--- src/rtl/msg_pattern_generator.sv ---
// Avalon-ST message source: one packet of cmd_len bytes per command with a selectable data
// pattern, one-deep command buffer for back-to-back packets, and abort (truncate + flush).
module msg_pattern_generator #(
    parameter int DATA_WIDTH  = 128,
    parameter int LEN_WIDTH   = 16,
    parameter int BYTES       = DATA_WIDTH / 8,
    parameter int EMPTY_WIDTH = $clog2(DATA_WIDTH / 8)
) (
    input  logic                   clk,
    input  logic                   rst,
    input  logic                   cmd_valid,
    output logic                   cmd_ready,
    input  logic [LEN_WIDTH-1:0]   cmd_len,
    input  logic [1:0]             cmd_mode,
    input  logic [31:0]            cmd_seed,
    input  logic                   abort,
    output logic                   out_valid,
    input  logic                   out_ready,
    output logic [DATA_WIDTH-1:0]  out_data,
    output logic                   out_sop,
    output logic                   out_eop,
    output logic [EMPTY_WIDTH-1:0] out_empty,
    output logic                   busy,
    output logic                   msg_done,
    output logic                   msg_aborted
);

    localparam int          LANES     = DATA_WIDTH / 32;
    localparam logic [31:0] LFSR_POLY = 32'h8020_0003;

    typedef enum logic {
        IDLE = 1'b0,
        SEND = 1'b1
    } state_t;

    state_t state;
    state_t state_nxt;

    // Pending command slot
    logic                 pend_valid;
    logic [LEN_WIDTH-1:0] pend_len;
    logic [1:0]           pend_mode;
    logic [31:0]          pend_seed;

    // Active message
    logic [LEN_WIDTH-1:0]   act_words;
    logic [LEN_WIDTH-1:0]   act_idx;
    logic [1:0]             act_mode;
    logic [7:0]             act_ramp;
    logic [31:0]            act_lfsr;
    logic [EMPTY_WIDTH-1:0] act_empty;
    logic                   trunc;

    logic                   cmd_fire;
    logic                   load_avail;
    logic                   load_active;
    logic                   beat_fire;
    logic                   natural_last;
    logic                   eop_fire;
    logic                   truncated;

    logic [LEN_WIDTH-1:0]   ld_len;
    logic [LEN_WIDTH-1:0]   ld_len_eff;
    logic [1:0]             ld_mode;
    logic [31:0]            ld_seed;
    logic [LEN_WIDTH:0]     ld_round;
    logic [LEN_WIDTH:0]     ld_words_w;
    logic [LEN_WIDTH:0]     ld_span;
    logic [EMPTY_WIDTH-1:0] ld_empty;

    logic [DATA_WIDTH-1:0]  pat_data;

    function automatic logic [31:0] lfsr_step(input logic [31:0] s);
        return s[0] ? ((s >> 1) ^ LFSR_POLY) : (s >> 1);
    endfunction

    // Handshake: a beat (or command) transfers on a clock edge where valid & ready are both high.
    // Once out_valid rises it holds until that transfer; data/sop/empty are frozen while stalled,
    // and only a sampled abort may raise out_eop on a beat that is already being presented.
    assign cmd_ready = ~pend_valid & ~abort;
    assign cmd_fire  = cmd_valid & cmd_ready;

    assign out_valid    = (state == SEND);
    assign beat_fire    = out_valid & out_ready;
    assign natural_last = (act_idx == act_words - LEN_WIDTH'(1));
    assign eop_fire     = beat_fire & (natural_last | trunc);
    assign truncated    = trunc & ~natural_last;

    // An abort in the same cycle makes the pending slot unusable; the bypass is blocked by cmd_ready.
    assign load_avail = (pend_valid & ~abort) | cmd_fire;

    assign busy = (state == SEND) | pend_valid;

    // Load source: the pending slot has priority, otherwise the command accepted this cycle.
    always_comb begin
        ld_len  = pend_valid ? pend_len  : cmd_len;
        ld_mode = pend_valid ? pend_mode : cmd_mode;
        ld_seed = pend_valid ? pend_seed : cmd_seed;
    end

    assign ld_len_eff = (ld_len == '0) ? LEN_WIDTH'(1) : ld_len;
    assign ld_round   = {1'b0, ld_len_eff} + (LEN_WIDTH + 1)'(BYTES - 1);
    assign ld_words_w = ld_round / (LEN_WIDTH + 1)'(BYTES);
    assign ld_span    = ld_words_w * (LEN_WIDTH + 1)'(BYTES);
    assign ld_empty   = EMPTY_WIDTH'(ld_span - {1'b0, ld_len_eff});

    always_ff @(posedge clk) begin
        if (rst) begin
            state <= IDLE;
        end else begin
            state <= state_nxt;
        end
    end

    always_comb begin
        state_nxt   = state;
        load_active = 1'b0;
        case (state)
            IDLE: begin
                if (load_avail) begin
                    load_active = 1'b1;
                    state_nxt   = SEND;
                end
            end
            SEND: begin
                if (eop_fire) begin
                    // A truncated message always returns to IDLE before the next one starts.
                    if (load_avail && !truncated) begin
                        load_active = 1'b1;
                    end else begin
                        state_nxt = IDLE;
                    end
                end
            end
            default: state_nxt = IDLE;
        endcase
    end

    always_ff @(posedge clk) begin
        if (rst) begin
            pend_valid <= 1'b0;
            pend_len   <= '0;
            pend_mode  <= '0;
            pend_seed  <= '0;
        end else if (abort) begin
            pend_valid <= 1'b0;
        end else if (load_active && pend_valid) begin
            pend_valid <= 1'b0;
        end else if (cmd_fire && !load_active) begin
            pend_valid <= 1'b1;
            pend_len   <= cmd_len;
            pend_mode  <= cmd_mode;
            pend_seed  <= cmd_seed;
        end
    end

    always_ff @(posedge clk) begin
        if (rst) begin
            act_words <= '0;
            act_idx   <= '0;
            act_mode  <= '0;
            act_ramp  <= '0;
            act_lfsr  <= '0;
            act_empty <= '0;
        end else if (load_active) begin
            act_words <= ld_words_w[LEN_WIDTH-1:0];
            act_idx   <= '0;
            act_mode  <= ld_mode;
            act_ramp  <= ld_seed[7:0];
            act_lfsr  <= (ld_seed == 32'd0) ? 32'd1 : ld_seed;
            act_empty <= ld_empty;
        end else if (beat_fire) begin
            act_idx  <= act_idx + LEN_WIDTH'(1);
            act_ramp <= act_ramp + 8'(BYTES);
            act_lfsr <= lfsr_step(act_lfsr);
        end
    end

    always_ff @(posedge clk) begin
        if (rst) begin
            trunc <= 1'b0;
        end else if (eop_fire) begin
            trunc <= 1'b0;
        end else if (abort && state == SEND) begin
            trunc <= 1'b1;
        end
    end

    always_ff @(posedge clk) begin
        if (rst) begin
            msg_done    <= 1'b0;
            msg_aborted <= 1'b0;
        end else begin
            msg_done    <= eop_fire;
            msg_aborted <= eop_fire & truncated;
        end
    end

    // Byte 0 of the beat sits in the most significant byte of out_data.
    always_comb begin
        pat_data = '0;
        case (act_mode)
            2'd1: begin
                for (int j = 0; j < BYTES; j++) begin
                    pat_data[DATA_WIDTH-1-8*j -: 8] = act_ramp + 8'(j);
                end
            end
            2'd2: begin
                for (int l = 0; l < LANES; l++) begin
                    pat_data[32*l +: 32] = act_lfsr;
                end
            end
            2'd3: begin
                for (int l = 0; l < LANES; l++) begin
                    pat_data[32*l +: 32] = 32'(act_idx);
                end
            end
            default: pat_data = '0;
        endcase
    end

    assign out_data  = out_valid ? pat_data : '0;
    assign out_sop   = out_valid & (act_idx == '0);
    assign out_eop   = out_valid & (natural_last | trunc);
    assign out_empty = (out_valid && natural_last) ? act_empty : '0;

endmodule

--- config.mk ---
export PLATFORM = sky130hd
export DESIGN_NAME = msg_pattern_generator
export DESIGN_NICKNAME = d
export VERILOG_FILES = /design/src/rtl/msg_pattern_generator.sv
export SDC_FILE = /design/constraint.sdc
export NUM_CORES = 1
export LEC_CHECK = 0
export CAP_MARGIN = 20
export CORE_ASPECT_RATIO = 1.5
export CORE_MARGIN = 3
export CORE_UTILIZATION = 44
export DETAILED_ROUTE_END_ITERATION = 6
export GPL_ROUTABILITY_DRIVEN = 0
export PLACE_DENSITY = 0.72
export SYNTH_ARGS = -nofsm -noshare
export SYNTH_HDL_FRONTEND = slang
export SYNTH_SLANG_ARGS = --single-unit
--- constraint.sdc ---
create_clock -name clk -period 4.4 [get_ports clk]
set_clock_uncertainty 0.1 [all_clocks]
set_input_delay 1.32 -clock clk [delete_from_list [all_inputs] [get_ports clk]]
set_output_delay 1.32 -clock clk [all_outputs]
set_load 0.02 [all_outputs]
==> results.md, run 1 <==
- Post-Route WL: ~32000 um
- FF/Latch Area: around 2600 um2
- GRT overflow: 0
- Critical-path top delay cell: nor4_4
- Outcome: finished, violations left
- Worst Path Arrival: approximately 2.9 ns
- Dpl hpwl: between 20000 and 25000 um
- Violated checks: DRC
- Layout overhead on the synthesized area: 28.4%
- Required time worst endpoint: between 2 and 3 ns
- TritonCTS clock tree: yes
- Final instance area: roughly 12000 um2
- Syn_area_per_cell: about 7.4 um2
- P_leak: ~4.1 nW
- Via density: 5.92
- EDFF count, synth: 0
- Crit-path cells: nor4_4 -> nand3_1 -> a2111oi_4 -> o211a_1 -> and3_4 -> buf_4 -> and3_1 -> clkdlybuf4s15_2
- Max cap viols: 0
- Root buffer cell: clkbuf_16
- Vias in the first global route: about 9500
- CP max FO: 6
- Placed inst area: between 10000 and 15000 um2
- Setup ws final: ~0.076 ns
- CP Capture Point: out_empty[3]
- Pwr per Cell Area: roughly 290 nW/um2
- Die area: between 20000 and 25000 um2
- Core area: between 20000 and 25000 um2
- Chip width: 127 um
- Min Tclk post-route: 4.32 ns
- Fin nets: about 1500
- H-tree depth: 4
- Initial Utilization: 0.453
- Clock sink total: 130
- Drt first pass iters: 7
- Share of cells above drive strength 1: 0.106
- Startpoint types: flop
- Die Ht: between 150 and 200 um
- Row count: 65
- Max Root-Sink Buffers: 2
- Cell Count, Final, Fillers Out: approximately 1700
- I/O Pins: slightly below 200
- 1st-iter DRT viols: between 700 and 800
- Final period util: 0.983
- DR DRC count: 2
- Synthesized area: between 9000 and 10000 um2
- Worst slew pin tran: approximately 0.78 ns
- First-pass GRT wire length: 50500 um
- Overall routing resource usage: 0.255
- WS Path Type: flop to primary output
- Inst Count DP: roughly 1700
- Synth Flop Type: dfxtp_1
- Clk_lat worst skew: roughly 0.43 ns
- FFs w/ async S/R, synth: 0
- Antenna-violating nets left: 0
- Synth Warn #: 0
- Multi-input logic area: about 6400 um2
- Ant diodes: 0
- Worst min path class: flop to flop
- Syn Nets: ~1400
- Worst rel slew slack: 0.482
- Final number of setup-violating endpoints: 0
- Hold Fails Final Rpt: 0
- Top cells by area, synth: dfxtp_1 27%, a21oi_1 10%, nand2_1 6.1%
- Hold buffer count at CTS: 0
- Clk slew on worst S/H paths: about 0.060 ns
- Slowest Stage Delay on Critical Path: roughly 0.43 ns
- WL per Instance: ~19 um
- Crit path from: act_words[5]
- Netlist cell types: 62
- Max VDD drop: approximately 0.00026 V
- Fillers: slightly below 2000
- Slew Viols, Final: 0
- Via count: between 10000 and 15000
- Critical Path End Type: primary output
- R2R setup slack: slightly above 1 ns
- Pin count of the biggest net entering global routing: approximately 70
- CTS Buf Count: 17
- Mapped Cells: about 1300
- Achievable Freq: 0.231 GHz
- RR Startpoint: act_words[5]
- Seq/Total Area, Yosys: 0.270
- Worst hold slack: 0.361 ns
- R2r endpoint: act_lfsr[1]
- FF+latch count, synth: 130
- Synth top area share: 0.270
- Worst reg-to-reg path cell count: 8
- I/O Buffers: 193
- Initial antenna violation count: 0
- Synth area leader: dfxtp_1
- Worst slack, placed: ~0.039 ns
-- placed cells by master (no fill, tap or decap), drive strengths merged, types with 3 or more instances in the layout --
master,instances
clkinvlp,4
or4,6
nand2,157
mux2,28
a32oi,29
nor3,45
o21ai,80
clkdlybuf4s15,4
mux2i,43
a31oi,10
buf,51
nand3,84
inv,16
dfxtp,130
a22oi,7
a211oi,10
and3,9
nor2,52
o21a,3
a21o,25
ha,20
nand3b,5
or3,9
clkdlybuf4s50,185
nor4,12
nand2b,11
bufinv,5
clkinv,3
xnor2,65
a211o,3
nor2b,6
nand4,17
clkbuf,20
or2,5
xor2,44
a21oi,198
-- metal layers --
layer | wire length [um] | vias to the layer above | global-route usage
met5 | 0 | - | 0
met4 | 1180 | 0 | 0.113
met3 | 1740 | 75 | 0.0277
met2 | 16100 | 392 | 0.444
met1 | 12800 | 4762 | 0.315
li1 | - | 4828 | -
-- how the worst min path moves through the flow --
stage | start | endpoint | slack [ns] | cells after the start
2_1_floorplan | act_empty[1] | act_empty[1] | 0.34 | 2
3_3_place_gp | act_empty[1] | act_empty[1] | 0.36 | 2
3_5_place_dp | act_empty[1] | act_empty[1] | 0.36 | 2
4_1_cts | act_empty[1] | act_empty[1] | 0.36 | 2
5_1_grt | act_empty[1] | act_empty[1] | 0.39 | 2
6_report | act_empty[1] | act_empty[1] | 0.36 | 2
-- worst max-delay path, delay by kind of cell, from the launching register on --
kind | cells | cell delay (ns)
AOI/OAI and AO/OA | 2 | 0.69
buffers and inverters | 2 | 0.39
DFF | 1 | 0.37
and+or+nand+nor | 4 | 1.02
-- registers in the layout (all words and copies together), names as in the netlist --
name and cells:
pend_seed 32, act_empty 4, pend_valid 1, act_lfsr 32, act_mode 2, out_valid 1, act_ramp 8, msg_done 1
trunc 1, act_idx 16, act_words 13, pend_len 16, msg_aborted 1, pend_mode 2
-- report_power, final --
group | switching [mW] | internal [mW] | total (mW)
clock | 0.549 | 1.04 | 1.59
sequential | 0.0575 | 1.22 | 1.28
combinational | 0.443 | 0.307 | 0.751
-- per-stage QoR --
| stage | total power [mW] | utilization | setup TNS [ns] |
|---|---|---|---|
| floorplan | 1.76 | - | 0 |
| global placement | 2.00 | 0.544 | 0 |
| detailed placement | 2.01 | 0.544 | 0 |
| CTS | 3.59 | 0.576 | -0.00456 |
| global route | 3.74 | 0.581 | -0.0103 |
| finish | 3.62 | 0.581 | 0 |
-- what timing repair did --
| action | CTS | global route |
|---|---|---|
| gates resized for setup | 17 | 19 |
| pin swaps | 1 | 4 |
| buffers inserted | 0 | 4 |
| endpoints found under the setup margin | 5 | 10 |
-- cell families after synthesis --
kind of cell             count (synthesis)  synth area share
XOR/XNOR                               109            0.0990
multiplexers                            71            0.0773
buffers and inverters                  167            0.0816
adder cells (fa/ha/maj)                 20            0.0259
AND/OR/NAND/NOR                        427             0.213
AO/OA/AOI/OAI                          382             0.233
flip-flops                             130             0.270
-- synth_stat cells, drive strengths merged (2+ instances only) --
| library cell | number |
|---|---|
| a21oi | 198 |
| nand2 | 157 |
| dfxtp | 130 |
| clkbuf | 97 |
| nand3 | 84 |
| o21ai | 80 |
| xnor2 | 65 |
| buf | 54 |
| nor2 | 52 |
| nor3 | 45 |
| xor2 | 44 |
| mux2i | 43 |
| a32oi | 29 |
| mux2 | 28 |
| a21o | 25 |
| ha | 20 |
| nand4 | 17 |
| inv | 16 |
| nor4 | 12 |
| nand2b | 11 |
| a211oi | 10 |
| a31oi | 10 |
| and3 | 9 |
| or3 | 9 |
| a22oi | 7 |
| nor2b | 6 |
| or4 | 6 |
| nand3b | 5 |
| or2 | 5 |
| a211o | 3 |
| o21a | 3 |
| a2111oi | 2 |
| a311oi | 2 |
| and2 | 2 |
| o211ai | 2 |
| or4b | 2 |
-- cell type report --
class                           instances  share of cell area
Sequential cell                       130               0.211
Tap cell                              268              0.0271
Inverter                               16             0.00515
Clock inverter                         12              0.0165
Multi-Input combinational cell       1009               0.516
Timing Repair Buffer                  243               0.188
Clock buffer                           20              0.0369
Power figures use the tool's default switching activity.
==> inputs of run 2 (changes only) <==
--- a/config.mk
+++ b/config.mk
@@ -6,12 +6,15 @@
 export NUM_CORES = 1
 export LEC_CHECK = 0
 export CAP_MARGIN = 20
+export CELL_PAD_IN_SITES_DETAIL_PLACEMENT = 1
+export CELL_PAD_IN_SITES_GLOBAL_PLACEMENT = 1
 export CORE_ASPECT_RATIO = 1.5
 export CORE_MARGIN = 3
-export CORE_UTILIZATION = 44
+export CORE_UTILIZATION = 38
 export DETAILED_ROUTE_END_ITERATION = 6
 export GPL_ROUTABILITY_DRIVEN = 0
-export PLACE_DENSITY = 0.72
+export MAX_ROUTING_LAYER = met4
+export PLACE_DENSITY = 0.84
 export SYNTH_ARGS = -nofsm -noshare
 export SYNTH_HDL_FRONTEND = slang
 export SYNTH_SLANG_ARGS = --single-unit
==> run 2 against run 1 <==
  * The flow now finishes without violations
  * Non-clock buffer count grew 10
  * Combinational power grew 4.8%
  * Wire length grew 13%
  * Sequential power is essentially flat
  * Total power shrank 0.26%
  * Setup slack gained 0.020 ns
  * Largest power group unchanged
  * Highest routed layer unchanged
==> results.md, run 2 (synthesis gave the netlist of run 1 again) <==
- Outcome: finished, final reports clean
- Core area: 24700 um2 (+16%)
- Pin count of the biggest net entering global routing: 87 (+28%)
- Row count: 70 (+7.7%)
- Slew Viols, Final: 0 (unchanged)
- Top flop regs: act_lfsr: 32 flops, pend_seed: 32 flops
- Max Root-Sink Buffers: 2 (unchanged)
- Psw: 1.09 mW (+3.9%)
- Hold Fails Final Rpt: 0 (unchanged)
- Layout overhead on the synthesized area: 29.8%
- Critical Path End Type: primary output
- Initial antenna violation count: 0 (unchanged)
- Sw Ratio: 0.302 (+0.0122)
- 1st-iter DRT viols: 669 (-12%)
- Final number of setup-violating endpoints: 0 (unchanged)
- Critical-path top delay cell: nor4_4
- I/O Pins: 194 (unchanged)
- Clk slew on worst S/H paths: 0.06 ns (about the same)
- WL per Instance: 20.4 um (+9.0%)
- I/O Buffers: 193 (unchanged)
- GRT overflow: 0 (unchanged)
- Min Tclk post-route: 4.30 ns (-0.0196 ns)
- Dpl hpwl: 26100 um (+13%)
- CTS Buf Count: 17 (unchanged)
- P_leak: 4.26 nW (+2.8%)
- Clock sink total: 130 (unchanged)
- Max VDD drop: 0.000263 V (+0.35%)
- Die Ht: 201 um (+7.4%)
- Required time worst endpoint: 2.98 ns (about the same)
- Slowest Stage Delay on Critical Path: 0.48 ns (+0.05 ns)
- Drt first pass iters: 6 (-1)
- Share of cells above drive strength 1: 0.111 (+0.00482)
- TritonCTS clock tree: yes
- Overall Power: 3.61 mW (-0.26%)
- Initial Utilization: 0.391 (-0.0621)
- Max cap viols: 0 (unchanged)
- Via density: 5.81 (-1.8%)
- Cell Count, Final, Fillers Out: 1764 (+3.9%)
- Achievable Freq: 0.232 GHz (+0.46%)
- Clock Power Share: 0.428 (-0.011)
- P_int: 2.52 mW (-2.0%)
- Combinational cell fraction of total power: 0.218 (+0.010)
- CP max FO: 6 (unchanged)
- Commonest non-fill, non-tap cells in the layout: 197 x a21oi_1, 182 x clkdlybuf4s50_1, 156 x nand2_1
- H-tree depth: 4 (unchanged)
- Overall routing resource usage: 0.264 (+0.00851)
- Final period util: 0.978 (-0.00446)
- Fin Setup TNS: 0 ns (unchanged)
- Root buffer cell: clkbuf_16
- Sequential Power Share: 0.354 (about the same)
- Post-Route WL: 36000 um (+13%)
- Fin nets: 1502 (+0.67%)
- Clk_lat worst skew: 0.44 ns (about the same)
- Worst Path Arrival: 2.88 ns (-0.02 ns)
- Die area: 27400 um2 (+15%)
- DR DRC count: 0 (-2)
- Chip width: 136 um (+7.2%)
- Worst min path class: flop to flop
- Antenna-violating nets left: 0 (unchanged)
- Via count: 10300 (+2.0%)
- Vias in the first global route: 10500 (+9.7%)
- First-pass GRT wire length: 56800 um (+12%)
- WS Path Type: flop to primary output
- Ant diodes: 0 (unchanged)
- Worst slew pin tran: 0.776 ns (+0.0000508 ns)
- Crit-path cells: nor4_4 -> nand3_2 -> a2111oi_4 -> o211a_1 -> and3_4 -> and3_1 -> clkdlybuf4s15_1
- Hold buffer count at CTS: 0 (unchanged)
- Inst Count DP: 1727 (+3.9%)
- Fillers: 3053 (+58%)
- Pwr per Cell Area: 288 nW/um2 (-1.4%)
- Commonest non-fill, non-tap cell in the layout: a21oi_1
- Startpoint types: flop
- Worst rel slew slack: 0.482 (about the same)
## run 2: cell count changes in the layout (fill, tap and decap cells not counted), sizes merged
cell,delta
clkdlybuf4s50,-3
bufinv,-1
clkdlybuf4s15,-3
inv,+1
dlymetal6s2s,+3
dlygate4sd2,-1
buf,+14
clkinv,+1
clkinvlp,-1
## run 2: routing by layer
metal / wire [um] / GRT usage / vias to the layer above
li1: - / - / 4841
met1: 14400 / 0.302 / 5002
met2: 18600 / 0.456 / 318
met3: 1480 / 0.0278 / 95
met4: 1620 / 0.124 / 0
met5: 0 / - / -
## run 2: layout make-up
class                      instances  area [um2]  area share
timing repair buffer             253        2420       0.193
inverter                          16        60.1     0.00480
clock buffer                      20         457      0.0365
multi-input combinational       1009        6390       0.510
sequential                       130        2610       0.208
clock inverter                    12         179      0.0143
tap                              324         405      0.0324
## run 2: metrics by stage
step / utilization / cell area (um2) / hold slack [ns] / setup WS, ns
6_report: 0.507 / 12500 / 0.376 / 0.0953
5_1_grt: 0.507 / 12500 / 0.402 / -0.0182
4_1_cts: 0.502 / 12400 / 0.376 / 0.0347
3_5_place_dp: 0.475 / 11700 / 0.367 / 0.0263
3_3_place_gp: 0.475 / 11700 / 0.352 / 0.126
2_1_floorplan: - / 9650 / 0.339 / 0.705
## run 2: power by group through the flow
| stage | Combinational [mW] | Clock [mW] | Sequential, mW |
|---|---|---|---|
| floorplan | 0.487 | 0 | 1.28 |
| global placement | 0.723 | 0 | 1.30 |
| detailed placement | 0.742 | 0 | 1.30 |
| CTS | 0.755 | 1.55 | 1.28 |
| global route | 0.850 | 1.60 | 1.28 |
| finish | 0.787 | 1.54 | 1.28 |
## run 2: worst max-delay path: cells and delay by family (launching register included)
family	cells	cell delay, ns
simple gates	4	1.10
flops	1	0.37
buf+inv	1	0.32
compound gates	2	0.65
## run 2: final timing paths
check	end	cells past startpoint	from	slack, ns
hold / removal	pend_seed[23]	2	pend_seed[23]	0.38
hold reg to reg	pend_seed[23]	2	pend_seed[23]	0.38
setup reg to reg	act_words[12]	10	pend_valid	0.54
setup / recovery	out_empty[1]	7	act_words[5]	0.1
## run 2: what timing repair did
item / CTS / global route
setup buffers: 0 / 5
setup endpoints to repair: 7 / 18
gates resized for setup: 20 / 21
pin swaps: 1 / 3
==> edit 1, RTL diff (config.mk and constraints of run 2) <==
Set the parameter `LEN_WIDTH` to 32 (it was 16).
--- a/src/rtl/msg_pattern_generator.sv
+++ b/src/rtl/msg_pattern_generator.sv
@@ -4,3 +4,3 @@
     parameter int DATA_WIDTH  = 128,
-    parameter int LEN_WIDTH   = 16,
+    parameter int LEN_WIDTH   = 32,
     parameter int BYTES       = DATA_WIDTH / 8,
Interface: changed (resized cmd_len); port bits go from 194 to 210. No check against the original RTL was run, so the function may have changed too.
==> edit 1 against run 2 <==
The run now ends with negative setup slack left. Worst setup slack worse by 0.63 ns. Clock power grew 12%. Cell area grew 38%. Global-route usage up 1.8 points. Non-clock buffer count rose by 139. Area after synthesis up 37%. Sequential cell count increased by 48. Wire length rose by 46%. Total power up 34%. Via count up 37%. Critical endpoint is now out_eop. Sequential power is 37% higher. Worst hold slack worse by 0.0069 ns.
==> edit 1: results (changes against run 2) <==
status complete, but fails checks; violations in the final reports negative setup slack; number of instances in the synthesized netlist 1,750 (+34%); total length of routed met2 wires 26.9 mm (+45%); logic depth of the worst register-to-register path 12 (+2); part of the Yosys area used for sequential elements 27.0% (+0.047 points); Power Density 281 nW/um^2 (-2.7%); worst-case setup margin in the final layout -0.535 ns (-0.631 ns); ranking of synthesized cells by instance count sky130_fd_sc_hd__nand2_1 (289), sky130_fd_sc_hd__nor2_1 (198), sky130_fd_sc_hd__dfxtp_1 (178), sky130_fd_sc_hd__a21oi_1 (136), sky130_fd_sc_hd__mux2i_1 (109); hold path depth 2 (unchanged); worst hold path type reg -> reg; Clk Latency, worst-skew pair 0.47 ns (+0.03 ns); initial antenna violation count 0 (unchanged); wire length on met3 2.50 mm (+70%); number of levels the H-tree was split into 4 (unchanged); GRT Resource Usage Total 28.2% (+1.8 points); combinational cell power 1340 uW (+70%); Slowest Stage Delay on Critical Path 0.59 ns (+0.11 ns); WL per Instance 21.7 um (+6.3%); pin count of the biggest net entering global routing 67 (-23%); post-CTS clock slew at the launch and capture registers of the worst setup and hold paths 0.07 ns; Filler Cells Inserted 4,110 (+35%); average vias per placed instance 5.80 (-0.20%); relative contribution of sequential cells to total power 36.5% (+1.1 points); worst slew pin tran 1.12 ns (+0.341 ns); share of final-layout standard cells stronger than drive strength 1 17.4% (+6.3 points); CP max FO 7 (+1); routed vias 14,100 (+37%); Critical Path Slowest Stage Cell sky130_fd_sc_hd__or4_4; final net count 2,086 (+39%); setup violation total in the final timing report 5 (+5); Post-DP HPWL 38.7 mm (+48%); Netlist cell types 72 (+16%); number of DRC markers after the initial detailed-route iteration 900 (+35%); Worst EP arrival 3.52 ns (+0.64 ns); global-route wire length before repair 80.7 mm (+42%); ranking of synthesized cells by area sky130_fd_sc_hd__dfxtp_1 (27%), sky130_fd_sc_hd__mux2i_1 (8.3%), sky130_fd_sc_hd__nand2_1 (8.2%); router iterations before antenna repair 5 (-1); IO buf count 209 (+8.3%); number of global-route vias before repair 14,700 (+41%); Net Sw Power 1590 uW (+45%); Leak Pwr 0.00631 uW (+48%); Syn. warnings 0 (unchanged); worst IR drop on VDD 318 uV (+21%); Top FF cell, synth sky130_fd_sc_hd__dfxtp_1; total routed wire length on the met1 layer 20.3 mm (+41%); Placed Cells incl. Taps 2,392 (+39%)
edit 1: kinds of logic (layout without fill, tap and decap cells):
logic type                 Yosys count  count (layout)  synth area share [%]
and+or+nand+nor                    732             732                  26.2
AOI/OAI and AO/OA                  295             295                  13.4
buffers and inverters              188             446                  6.85
DFF                                178             178                  27.0
muxes                              173             173                  13.7
xor gates and xnor gates           164             164                  10.9
adders and majority gates           20              20                  1.90
edit 1: cell type report:
cell class	instances	area share, %
multi-input cells	1384	51.7
well taps	420	3.05
repair buffers	392	20.3
inverters	22	0.479
clock inverters	15	1.26
flip-flops and latches	178	20.7
clock buffers	17	2.47
edit 1: layer usage:
layer	track usage (%)	up-vias
met2	48.6	521
met3	3.90	183
met4	15.2	0
met1	31.2	6881
li1	-	6503
met5	-	-
edit 1: through the flow:
| step | setup TNS [ns] | setup WS [ns] | util, % | hold WS (ns) | instance area (sq um) |
|---|---|---|---|---|---|
| finish | -2.60 | -0.535 | 50.9 | 0.369 | 17200 |
| global route | -2.84 | -0.586 | 50.9 | 0.392 | 17200 |
| CTS | -1.95 | -0.402 | 50.6 | 0.370 | 17100 |
| detailed placement | -8.81 | -0.711 | 48.4 | 0.356 | 16400 |
| global placement | -5.64 | -0.499 | 48.4 | 0.349 | 16400 |
| floorplan | 0 | 0.0395 | - | 0.326 | 13200 |
edit 1: timing repair:
| item | CTS | global route |
|---|---|---|
| buffers inserted | 1 | 3 |
| gates cloned | 0 | 0 |
| pin swaps | 6 | 4 |
| setup endpoints to repair | 16 | 72 |
| gates resized for setup | 47 | 19 |
edit 1: worst paths after layout:
kind,start,end,slack (ns)
max reg2reg,act_words[9],act_words[7],0.16
min,act_empty[0],act_empty[0],0.37
max,act_words[9],out_eop,-0.54
min reg2reg,act_empty[0],act_empty[0],0.37
==> edit 2, RTL diff (settings of run 2) <==
Without the edit above. Register the input `cmd_mode` before use. The logic sees it one clock later. The other inputs are not delayed to match.
--- a/src/rtl/msg_pattern_generator.sv
+++ b/src/rtl/msg_pattern_generator.sv
@@ -35,2 +35,8 @@
 
+    logic [1:0] cmd_mode_q;
+
+    always_ff @(posedge clk) begin
+        cmd_mode_q <= cmd_mode;
+    end
+
     state_t state;
@@ -96,3 +102,3 @@
         ld_len  = pend_valid ? pend_len  : cmd_len;
-        ld_mode = pend_valid ? pend_mode : cmd_mode;
+        ld_mode = pend_valid ? pend_mode : cmd_mode_q;
         ld_seed = pend_valid ? pend_seed : cmd_seed;
@@ -151,3 +157,3 @@
             pend_len   <= cmd_len;
-            pend_mode  <= cmd_mode;
+            pend_mode  <= cmd_mode_q;
             pend_seed  <= cmd_seed;
Function: changed (Yosys sat finds a counterexample within 4 cycles, from zero or initial values and one cycle with rst high).
==> edit 2 against run 2 <==
Wire length rose by 2.4%. Synthesized cell count rose by 3.4%. Core utilization fell by 0.46 points. Area after synthesis rose by 5.0%. The flow now finishes with violations (negative setup slack). Cell area rose by 4.4%. Worst setup slack got worse by 0.15 ns. Sequential cell count rose by 2. Die area rose by 4.8%. Total power rose by 2.5%.
==> edit 2: results (changes against run 2) <==
setup violation total in the final timing report 3 (+3); share of final-layout standard cells stronger than drive strength 1 12.0% (+0.90 points); Leak Pwr 0.00462 uW (+8.4%); worst slack at placement -0.178 ns (-0.204 ns); multi-input combinational area share 52.2% (+1.1 points); Global Route met1 Usage 28.2% (-2.0 points); synthesized area divided by synthesized cell count 7.50 sq um (+1.6%); Post-Place Cell Area 12,300 sq um (+4.6%); Net Sw Power 1120 uW (+2.5%); status complete, but fails checks; setup repair bufs after CTS 3 (+3); Logic inverters 17 (+1); number of cells upsized or downsized after cts 32 (+60%); global routing met2 resource utilization 45.3% (-0.31 points); post-synthesis share of cell area spent on full adders, half adders and majority gates 2.47% (-0.12 points); Filler Cells Inserted 3,178 (+4.1%); synthesized net count 1,425 (+3.2%); nonclk buf count 261 (+3.2%); Netlist cell types 65 (+4.8%); GRT Resource Usage Total 25.2% (-1.2 points); met3 demand-to-capacity share in global routing 2.52% (-0.25 points); power drawn by the sequential cells 1320 uW (+3%); final net count 1,560 (+3.9%); violations in the final reports negative setup slack; Worst EP arrival 3.04 ns (+0.16 ns); switching portion of total power 30.2% (about the same); signed area change from the synthesized netlist to the final layout 29.2%; router iterations before antenna repair 5 (-1); CP max FO 5 (-1); global-route wire length before repair 57.2 mm (+0.75%); synthesized-area fraction occupied by ao, oa, aoi and oai cells 16.7% (-6.6 points); combinational cell power 830 uW (+5.5%); non-clk buf share 19.0% (-0.35 points); fraction of area in registers 20.2% (-0.57 points); multiplexer fraction of the synthesized cell area 12.2% (+4.5 points); final instance count without filler cells 1,831 (+3.8%); WL per Instance 20.1 um (-1.4%); worst-case setup margin in the final layout -0.0594 ns (-0.155 ns); setup TNS -0.149 ns (-0.149 ns); total length of routed met2 wires 19.1 mm (+2.9%); pin count of the biggest net entering global routing 66 (-24%); part of the Yosys area used for sequential elements 26.1% (-0.89 points); routed vias 10,500 (+2.4%); number of DRC markers after the initial detailed-route iteration 641 (-4.2%); relative max-transition margin 43.4% (-4.9 points); total routed wire length on the met1 layer 14.9 mm (+4.0%); maximum root-to-sink buffer count 2 (unchanged); worst IR drop on VDD 249 uV (-5.6%); wire length on met3 1.46 mm (-0.95%); ant diodes 0 (unchanged); number of synthesized register bits 132 (+1.5%); portion of the layout cell area used by clock cells 4.86% (-0.22 points); Post-DP HPWL 27.1 mm (+3.8%); ranking of synthesized cells by area sky130_fd_sc_hd__dfxtp_1 (26%), sky130_fd_sc_hd__nand2_1 (9.3%), sky130_fd_sc_hd__mux2i_1 (8.4%); initial antenna violation count 0 (unchanged); Critical Path Slowest Stage Cell sky130_fd_sc_hd__or4_4; fraction of synthesized cell area in xor and xnor cells 9.77% (-0.12 points); Slowest Stage Delay on Critical Path 0.50 ns (+0.02 ns); multi-input combinational cell count 1,056 (+4.7%); ranking of synthesized cells by instance count sky130_fd_sc_hd__nand2_1 (252), sky130_fd_sc_hd__dfxtp_1 (132), sky130_fd_sc_hd__mux2i_1 (85), sky130_fd_sc_hd__a21oi_1 (84), sky130_fd_sc_hd__clkbuf_1 (79)
[edit 2: cell types whose count changed after synthesis, sizes merged, moves of 11 or more]
| cell | before | now |
|---|---|---|
| a31oi | 10 | 23 |
| a21boi | 1 | 20 |
| clkbuf | 97 | 79 |
| a32oi | 29 | 0 |
| nor3 | 45 | 26 |
| a21oi | 198 | 84 |
| and2 | 2 | 25 |
| buf | 54 | 66 |
| mux2i | 43 | 85 |
| nand2 | 157 | 252 |
| a22oi | 7 | 30 |
| a21o | 25 | 5 |
| o21ai | 80 | 53 |
| nor2b | 6 | 17 |
[edit 2: worst paths after layout]
check                     start             to  slack (ns)  depth (start not counted)
hold / removal    pend_seed[23]  pend_seed[23]        0.36                          2
setup / recovery   act_words[3]   out_empty[0]       -0.06                         10
setup reg to reg     pend_valid  act_words[12]        0.75                         12
hold reg to reg   pend_seed[23]  pend_seed[23]        0.36                          2
